==> config.mk <==
export PLATFORM = sky130hd
export DESIGN_NAME = ir_decode_flat
export DESIGN_NICKNAME = d
export VERILOG_FILES = /design/src/rtl/trisc_pkg.sv /design/src/rtl/ir_decode_if.sv /design/src/rtl/trisc_flags.sv /design/src/rtl/ir_decode.sv /design/src/flat_wrapper.sv
export SDC_FILE = /design/constraint.sdc
export NUM_CORES = 1
export LEC_CHECK = 0
export CAP_MARGIN = 25
export CORE_MARGIN = 2
export CORE_UTILIZATION = 45
export DETAILED_ROUTE_END_ITERATION = 6
export PLACE_DENSITY = 0.79
export SKIP_CTS_REPAIR_TIMING = 1
export SYNTH_ARGS = -nofsm -noshare
export SYNTH_HDL_FRONTEND = slang
export SYNTH_SLANG_ARGS = --single-unit
==> constraint.sdc <==
create_clock -name clock -period 2.9 [get_ports clock]
set_clock_uncertainty 0.05 [all_clocks]
set_input_delay 0.87 -clock clock [delete_from_list [all_inputs] [get_ports clock]]
set_output_delay 0.87 -clock clock [all_outputs]
set_load 0.02 [all_outputs]
==> src/rtl/trisc_pkg.sv <==
`default_nettype none
// ============================================================================
// Module      : trisc_pkg
// Description : Shared TRISC opcodes, default widths, decode struct and helpers.
// Revision    : 1.0 - initial release
// ============================================================================
package trisc_pkg;

    localparam int DEF_DATA_W = 8;
    localparam int DEF_OPC_W  = 4;
    localparam int DEF_ADDR_W = 4;
    localparam int DEF_CNT_W  = 16;
    localparam int MAX_W      = 32;

    localparam logic [DEF_OPC_W-1:0] OPC_LDA = 4'h0;
    localparam logic [DEF_OPC_W-1:0] OPC_STA = 4'h1;
    localparam logic [DEF_OPC_W-1:0] OPC_ADD = 4'h2;
    localparam logic [DEF_OPC_W-1:0] OPC_SUB = 4'h3;
    localparam logic [DEF_OPC_W-1:0] OPC_XOR = 4'h4;
    localparam logic [DEF_OPC_W-1:0] OPC_INC = 4'h5;
    localparam logic [DEF_OPC_W-1:0] OPC_CLR = 4'h6;
    localparam logic [DEF_OPC_W-1:0] OPC_JMP = 4'h7;
    localparam logic [DEF_OPC_W-1:0] OPC_JPZ = 4'h8;
    localparam logic [DEF_OPC_W-1:0] OPC_JPN = 4'h9;
    localparam logic [DEF_OPC_W-1:0] OPC_HLT = 4'hF;

    typedef struct packed {
        logic lda;
        logic sta;
        logic add;
        logic sub;
        logic xor_op;
        logic inc;
        logic clr;
        logic jmp;
        logic jpz;
        logic jpn;
        logic hlt;
        logic nop;
    } dec_lines_t;

    // Word is passed zero-extended so one helper serves any DATA_W up to MAX_W.
    function automatic logic [DEF_OPC_W-1:0] opc_field(input logic [MAX_W-1:0] word,
                                                      input int data_w);
        return DEF_OPC_W'(word >> (data_w - DEF_OPC_W));
    endfunction

    function automatic logic [MAX_W-1:0] addr_field(input logic [MAX_W-1:0] word,
                                                   input int addr_w);
        return word & ((MAX_W'(1) << addr_w) - MAX_W'(1));
    endfunction

    function automatic logic is_illegal(input logic [DEF_OPC_W-1:0] opc);
        return (opc inside {[4'hA:4'hE]});
    endfunction

    function automatic dec_lines_t decode_opc(input logic [DEF_OPC_W-1:0] opc,
                                              input logic z,
                                              input logic n);
        dec_lines_t d;
        d = '0;
        case (opc)
            OPC_LDA: d.lda    = 1'b1;
            OPC_STA: d.sta    = 1'b1;
            OPC_ADD: d.add    = 1'b1;
            OPC_SUB: d.sub    = 1'b1;
            OPC_XOR: d.xor_op = 1'b1;
            OPC_INC: d.inc    = 1'b1;
            OPC_CLR: d.clr    = 1'b1;
            OPC_JMP: d.jmp    = 1'b1;
            OPC_JPZ: begin
                d.jpz = z;
                d.jmp = z;
                d.nop = ~z;
            end
            OPC_JPN: begin
                d.jpn = n;
                d.jmp = n;
                d.nop = ~n;
            end
            OPC_HLT: d.hlt    = 1'b1;
            default: d.nop    = 1'b1;
        endcase
        return d;
    endfunction

endpackage
`default_nettype wire

==> src/rtl/ir_decode_if.sv <==
`default_nettype none
// ============================================================================
// Module      : ir_decode_if
// Description : Controller <-> instruction decoder bus with master/slave views.
// Revision    : 1.0 - initial release
// ============================================================================
interface ir_decode_if #(
    parameter int DATA_W = 8,
    parameter int ADDR_W = 4,
    parameter int CNT_W  = 16
);
    logic              ir_load;
    logic [DATA_W-1:0] mem_data;
    logic              acc_write;
    logic [DATA_W-1:0] acc_value;
    logic              resume;

    logic LDA, STA, ADD, SUB, XOR, INC, CLR, JMP, JPZ, JPN, HLT;
    logic              nop;
    logic [ADDR_W-1:0] addr;
    logic              flag_z;
    logic              flag_n;
    logic              halted;
    logic              illegal;
    logic [CNT_W-1:0]  retired;

    modport master (
        output ir_load, mem_data, acc_write, acc_value, resume,
        input  LDA, STA, ADD, SUB, XOR, INC, CLR, JMP, JPZ, JPN, HLT,
        input  nop, addr, flag_z, flag_n, halted, illegal, retired
    );

    modport slave (
        input  ir_load, mem_data, acc_write, acc_value, resume,
        output LDA, STA, ADD, SUB, XOR, INC, CLR, JMP, JPZ, JPN, HLT,
        output nop, addr, flag_z, flag_n, halted, illegal, retired
    );
endinterface
`default_nettype wire

==> src/rtl/trisc_flags.sv <==
`default_nettype none
// ============================================================================
// Module      : trisc_flags
// Description : Z/N status flag register updated on accumulator writes.
// Revision    : 1.0 - initial release
// ============================================================================
module trisc_flags
    import trisc_pkg::*;
#(
    parameter int DATA_W = DEF_DATA_W
) (
    input  wire logic              clock,
    input  wire logic              reset,
    input  wire logic              acc_write,
    input  wire logic [DATA_W-1:0] acc_value,
    output logic                   flag_z,
    output logic                   flag_n
);

    logic r_z;
    logic r_n;

    always_ff @(posedge clock or posedge reset) begin
        if (reset) begin
            r_z <= 1'b0;
            r_n <= 1'b0;
        end else if (acc_write) begin
            r_z <= (acc_value == '0);
            r_n <= acc_value[DATA_W-1];
        end
    end

    assign flag_z = r_z;
    assign flag_n = r_n;

endmodule
`default_nettype wire

==> src/rtl/ir_decode.sv <==
`default_nettype none
// ============================================================================
// Module      : ir_decode
// Description : TRISC instruction register, one-hot decoder, halt latch and
//               retired-instruction counter.
// Revision    : 1.0 - initial release
// ============================================================================
module ir_decode
    import trisc_pkg::*;
#(
    parameter int DATA_W = DEF_DATA_W,
    parameter int OPC_W  = DEF_OPC_W,
    parameter int ADDR_W = DEF_ADDR_W,
    parameter int CNT_W  = DEF_CNT_W
) (
    input wire logic   clock,
    input wire logic   reset,
    ir_decode_if.slave bus
);

    logic [DATA_W-1:0]    r_ir;
    dec_lines_t           r_dec;
    logic                 r_halted;
    logic                 r_illegal;
    logic [CNT_W-1:0]     r_retired;

    logic                 w_flag_z;
    logic                 w_flag_n;
    logic [DEF_OPC_W-1:0] w_opc;
    dec_lines_t           w_dec;
    logic                 w_accept;

    trisc_flags #(
        .DATA_W (DATA_W)
    ) u_flags (
        .clock     (clock),
        .reset     (reset),
        .acc_write (bus.acc_write),
        .acc_value (bus.acc_value),
        .flag_z    (w_flag_z),
        .flag_n    (w_flag_n)
    );

    // Jumps resolve against the flags as they stood before this edge.
    assign w_opc    = opc_field(MAX_W'(bus.mem_data), DATA_W);
    assign w_dec    = decode_opc(w_opc, w_flag_z, w_flag_n);
    assign w_accept = bus.ir_load && !r_halted;

    always_ff @(posedge clock or posedge reset) begin
        if (reset) begin
            r_ir      <= '0;
            r_dec     <= '0;
            r_halted  <= 1'b0;
            r_illegal <= 1'b0;
            r_retired <= '0;
        end else if (r_halted && bus.resume) begin
            r_halted <= 1'b0;
            r_dec    <= '0;
        end else if (w_accept) begin
            r_ir  <= bus.mem_data;
            r_dec <= w_dec;
            if (w_opc == OPC_HLT) begin
                r_halted <= 1'b1;
            end
            if (is_illegal(w_opc)) begin
                r_illegal <= 1'b1;
            end
            if (r_retired != {CNT_W{1'b1}}) begin
                r_retired <= r_retired + CNT_W'(1);
            end
        end
    end

    assign bus.LDA     = r_dec.lda;
    assign bus.STA     = r_dec.sta;
    assign bus.ADD     = r_dec.add;
    assign bus.SUB     = r_dec.sub;
    assign bus.XOR     = r_dec.xor_op;
    assign bus.INC     = r_dec.inc;
    assign bus.CLR     = r_dec.clr;
    assign bus.JMP     = r_dec.jmp;
    assign bus.JPZ     = r_dec.jpz;
    assign bus.JPN     = r_dec.jpn;
    assign bus.HLT     = r_dec.hlt;
    assign bus.nop     = r_dec.nop;
    assign bus.addr    = ADDR_W'(addr_field(MAX_W'(r_ir), ADDR_W));
    assign bus.flag_z  = w_flag_z;
    assign bus.flag_n  = w_flag_n;
    assign bus.halted  = r_halted;
    assign bus.illegal = r_illegal;
    assign bus.retired = r_retired;

endmodule
`default_nettype wire

==> src/flat_wrapper.sv <==
// flat-port wrapper written by rule: the top's interface ports become plain ports
module ir_decode_flat import trisc_pkg::*;
#(
    parameter int DATA_W = DEF_DATA_W,
    parameter int OPC_W  = DEF_OPC_W,
    parameter int ADDR_W = DEF_ADDR_W,
    parameter int CNT_W  = DEF_CNT_W
)
  (clock, reset, bus_ir_load, bus_mem_data, bus_acc_write, bus_acc_value, bus_resume, bus_LDA, bus_STA, bus_ADD, bus_SUB, bus_XOR, bus_INC, bus_CLR, bus_JMP, bus_JPZ, bus_JPN, bus_HLT, bus_nop, bus_addr, bus_flag_z, bus_flag_n, bus_halted, bus_illegal, bus_retired);
  ir_decode_if #(.DATA_W(DATA_W), .ADDR_W(ADDR_W), .CNT_W(CNT_W)) bus_i ();
  input wire logic clock;
  input wire logic reset;
  input wire logic [$bits(bus_i.ir_load)-1:0] bus_ir_load;
  input wire logic [$bits(bus_i.mem_data)-1:0] bus_mem_data;
  input wire logic [$bits(bus_i.acc_write)-1:0] bus_acc_write;
  input wire logic [$bits(bus_i.acc_value)-1:0] bus_acc_value;
  input wire logic [$bits(bus_i.resume)-1:0] bus_resume;
  output wire logic [$bits(bus_i.LDA)-1:0] bus_LDA;
  output wire logic [$bits(bus_i.STA)-1:0] bus_STA;
  output wire logic [$bits(bus_i.ADD)-1:0] bus_ADD;
  output wire logic [$bits(bus_i.SUB)-1:0] bus_SUB;
  output wire logic [$bits(bus_i.XOR)-1:0] bus_XOR;
  output wire logic [$bits(bus_i.INC)-1:0] bus_INC;
  output wire logic [$bits(bus_i.CLR)-1:0] bus_CLR;
  output wire logic [$bits(bus_i.JMP)-1:0] bus_JMP;
  output wire logic [$bits(bus_i.JPZ)-1:0] bus_JPZ;
  output wire logic [$bits(bus_i.JPN)-1:0] bus_JPN;
  output wire logic [$bits(bus_i.HLT)-1:0] bus_HLT;
  output wire logic [$bits(bus_i.nop)-1:0] bus_nop;
  output wire logic [$bits(bus_i.addr)-1:0] bus_addr;
  output wire logic [$bits(bus_i.flag_z)-1:0] bus_flag_z;
  output wire logic [$bits(bus_i.flag_n)-1:0] bus_flag_n;
  output wire logic [$bits(bus_i.halted)-1:0] bus_halted;
  output wire logic [$bits(bus_i.illegal)-1:0] bus_illegal;
  output wire logic [$bits(bus_i.retired)-1:0] bus_retired;
  assign bus_i.ir_load = bus_ir_load;
  assign bus_i.mem_data = bus_mem_data;
  assign bus_i.acc_write = bus_acc_write;
  assign bus_i.acc_value = bus_acc_value;
  assign bus_i.resume = bus_resume;
  assign bus_LDA = bus_i.LDA;
  assign bus_STA = bus_i.STA;
  assign bus_ADD = bus_i.ADD;
  assign bus_SUB = bus_i.SUB;
  assign bus_XOR = bus_i.XOR;
  assign bus_INC = bus_i.INC;
  assign bus_CLR = bus_i.CLR;
  assign bus_JMP = bus_i.JMP;
  assign bus_JPZ = bus_i.JPZ;
  assign bus_JPN = bus_i.JPN;
  assign bus_HLT = bus_i.HLT;
  assign bus_nop = bus_i.nop;
  assign bus_addr = bus_i.addr;
  assign bus_flag_z = bus_i.flag_z;
  assign bus_flag_n = bus_i.flag_n;
  assign bus_halted = bus_i.halted;
  assign bus_illegal = bus_i.illegal;
  assign bus_retired = bus_i.retired;
  ir_decode #(.DATA_W(DATA_W), .OPC_W(OPC_W), .ADDR_W(ADDR_W), .CNT_W(CNT_W)) u_core (.clock(clock), .reset(reset), .bus(bus_i));
endmodule
==> flow_metrics.py <==
metrics = {
    "run_status": {
        "outcome": "complete, no violations",
    },
    "yosys": {
        "syn_avg_cell_area_um2": 10.8,
        "syn_area_mm2": 0.00169,
        "ys_warn_count": 0,
        "yosysUniqueCellTypes": 45,
        "ys_seq_area_share_pct": 53.4,
        "ys.flop_type": "dfrtp_1",
        "synth_nets": 178,
        "syn_inst": 156,
        "synthArstFlopShare_pct": 100,
        "synth-seq-cells": 36,
        "synth-edff-count": 0,
    },
    "setup_path": {
        "crit_path_start_kind": "register",
        "critPathCaptureType": "output port",
        "reg2regPathDepth": 5,
        "cp_num_buf_inv": 1,
        "critical-path-max-stage-delay_ns": 0.66,
        "reg2reg_from": "u_core.bus.retired[0]$_DFFE_PP0P_",
        "required_ns": 1.98,
        "r2r_slack_ns": 1.04,
        "worstPathArrival_ns": 1.40,
        "worstPathCellList": "clkdlybuf4s50_1",
        "cp_max_fo": 8,
        "critPathKind": "register to output port",
        "crit_path_top_delay_cell": "clkdlybuf4s50_1",
        "cpLargestDelayFamily": "buffers and inverters",
        "r2r_end": "u_core.bus.retired[10]$_DFFE_PP0P_",
    },
    "route": {
        "wl_um": 3870,
        "vias": 1463,
        "detail_route.first_pass.iterations": 4,
        "via_per_inst": 5.54,
        "wl_per_cell_um": 14.7,
        "drt_iter0_markers": 71,
        "drc_errors": 0,
        "ant_nets": 0,
    },
    "finish": {
        "finalNonFillerCells": 264,
        "final_util_pct": 65.5,
        "largest_reg_flops": 16,
        "layout-drive-gt1-share_pct": 9.26,
        "num_antenna_cells": 0,
        "fin_nets": 238,
        "synthToLayoutAreaGrowth_pct": 41.0,
    },
    "floorplan": {
        "design.core.area_mm2": 0.00363,
        "start_util_pct": 46.4,
        "die_y_um": 65.2,
        "rows": 22,
        "die_w_um": 65.2,
        "ios": 57,
        "dieArea_mm2": 0.00425,
    },
    "cts": {
        "clockBufferDepth": 2,
        "cts_tree": "done",
        "clk_latency_ns": 0.28,
        "cts_max_level": 2,
        "cts_root_buf": "clkbuf_8",
        "cts.clk_slew.worst_paths_ns": 0.07,
        "clock-sinks": 36,
        "cts_buffers": 5,
    },
    "timing": {
        "tns_ns": 0,
        "hold_viol": 0,
        "rsz0062_at_grt": "no",
        "final.period_utilization_pct": 80.0,
        "setup_viol": 0,
        "drv_slew": 0,
        "worst_pin_slew_ns": 0.464,
        "slew_headroom_pct": 68.9,
        "period_needed_ns": 2.32,
        "max_freq_mhz": 431,
    },
    "placed_design": {
        "dpl.hpwl_um": 2870,
        "dp_cells": 257,
        "gp_congestion": 0.905,
        "numPortBuffers": 56,
    },
    "hold_path": {
        "min_to": "u_core.bus.illegal$_DFFE_PP0P_",
        "hold_depth": 1,
        "worst_hold_path_type": "register to register",
        "min_from": "u_core.bus.illegal$_DFFE_PP0P_",
    },
    "grt": {
        "grt_pass1_vias": 1435,
        "grt_remaining_overflow": 0,
        "grt_max_degree": 37,
        "grt_pass1_wl_um": 6390,
        "track_usage_pct": 20.0,
        "grt_antenna_before_repair": 0,
    },
    "pwr": {
        "p_leak_nw": 1.05,
        "p_per_area_mw_per_mm2": 593,
        "irDropWorstVdd_mv": 0.340,
    },
    "run": {
        "drv_cap": 0,
    },
}
==> routing by layer <==
metal  GRT usage, %  vias to the layer above  part of all wire (%)
li1               -                      684                     -
met5              0                        -                     0
met1           25.0                      700                    45
met4           7.03                        0                   1.2
met2           31.6                       74                    46
met3           7.53                        5                   8.1
==> synthesized netlist by cell type (all sizes together) (2+ instances only) <==
cell	instances	share of area [%]
nor4	4	1.5
a21oi	11	3.5
mux2i	3	1.8
buf	3	1.0
nor2b	2	0.74
nor3b	2	1.2
nand3	7	2.4
mux2	4	2.9
and3	3	1.4
o21ai	5	1.5
nor3	8	3.3
xor2	5	2.6
clkbuf	3	0.67
and2	2	0.74
nor2	4	0.89
dfrtp	36	53
nand2b	2	0.74
nand4	4	2.2
a211oi	2	0.89
nand2	20	4.5
a22o	6	3.1
a32o	3	1.8
inv	6	1.3
==> stage by stage <==
step,power [mW],hold WS (ns),worst slack [ns],cell area (um2)
3_5_place_dp,1.09,0.403,0.371,2300
5_1_grt,1.49,0.462,0.526,2380
3_3_place_gp,1.07,0.402,0.407,2300
6_report,1.41,0.425,0.581,2380
2_1_floorplan,0.880,0.532,1.02,1690
4_1_cts,1.42,0.425,0.576,2380
==> worst max-delay path by stage <==
stage,from,slack [ns],cells past startpoint,endpoint
6_report,u_core.bus.halted$_DFFE_PP0P_,0.58,1,bus_halted
5_1_grt,u_core.bus.retired[2]$_DFFE_PP0P_,0.53,1,bus_retired[2]
4_1_cts,u_core.bus.halted$_DFFE_PP0P_,0.58,1,bus_halted
3_5_place_dp,bus_ir_load,0.37,5,u_core.bus.retired[10]$_DFFE_PP0P_
3_3_place_gp,bus_ir_load,0.41,5,u_core.bus.retired[10]$_DFFE_PP0P_
2_1_floorplan,bus_ir_load,1.02,4,u_core.bus.retired[10]$_DFFE_PP0P_
==> power by group <==
| part | total [mW] | internal (mW) | switching, mW |
|---|---|---|---|
| sequential | 0.646 | 0.568 | 0.0781 |
| combinational | 0.431 | 0.211 | 0.220 |
| clock | 0.334 | 0.163 | 0.171 |
| total | 1.41 | 0.943 | 0.469 |
==> placed cells by master (no fill, tap or decap), types with 5 or more instances in the layout <==
cell type | Yosys | layout
inv_1 | 6 | 6
clkdlybuf4s50_1 | 0 | 56
clkbuf_8 | 0 | 5
nor3_1 | 6 | 6
nand3_1 | 6 | 6
nand2_1 | 20 | 20
a21oi_1 | 10 | 10
dfrtp_1 | 36 | 36
xor2_1 | 5 | 5
a22o_1 | 6 | 6
==> layout make-up <==
cell class / instances / area, um2
fill: 306 / 1250
sequential: 36 / 901
multi-input combinational: 108 / 734
timing repair buffer: 59 / 583
clock buffer: 6 / 72.6
tap: 48 / 60.1
inverter: 6 / 22.5
clock inverter: 1 / 5.00
==> kinds of logic (layout without fill, tap and decap cells) <==
family	Yosys count	count (layout)	synth area share, %
flops	36	36	53.4
xor+xnor	6	6	3.12
mux	7	7	4.67
simple gates	62	62	21.6
fa+ha+maj	1	1	0.742
compound gates	32	32	13.4
buf+inv	12	72	3.04
No activity file was read; power rests on OpenSTA's default activity.
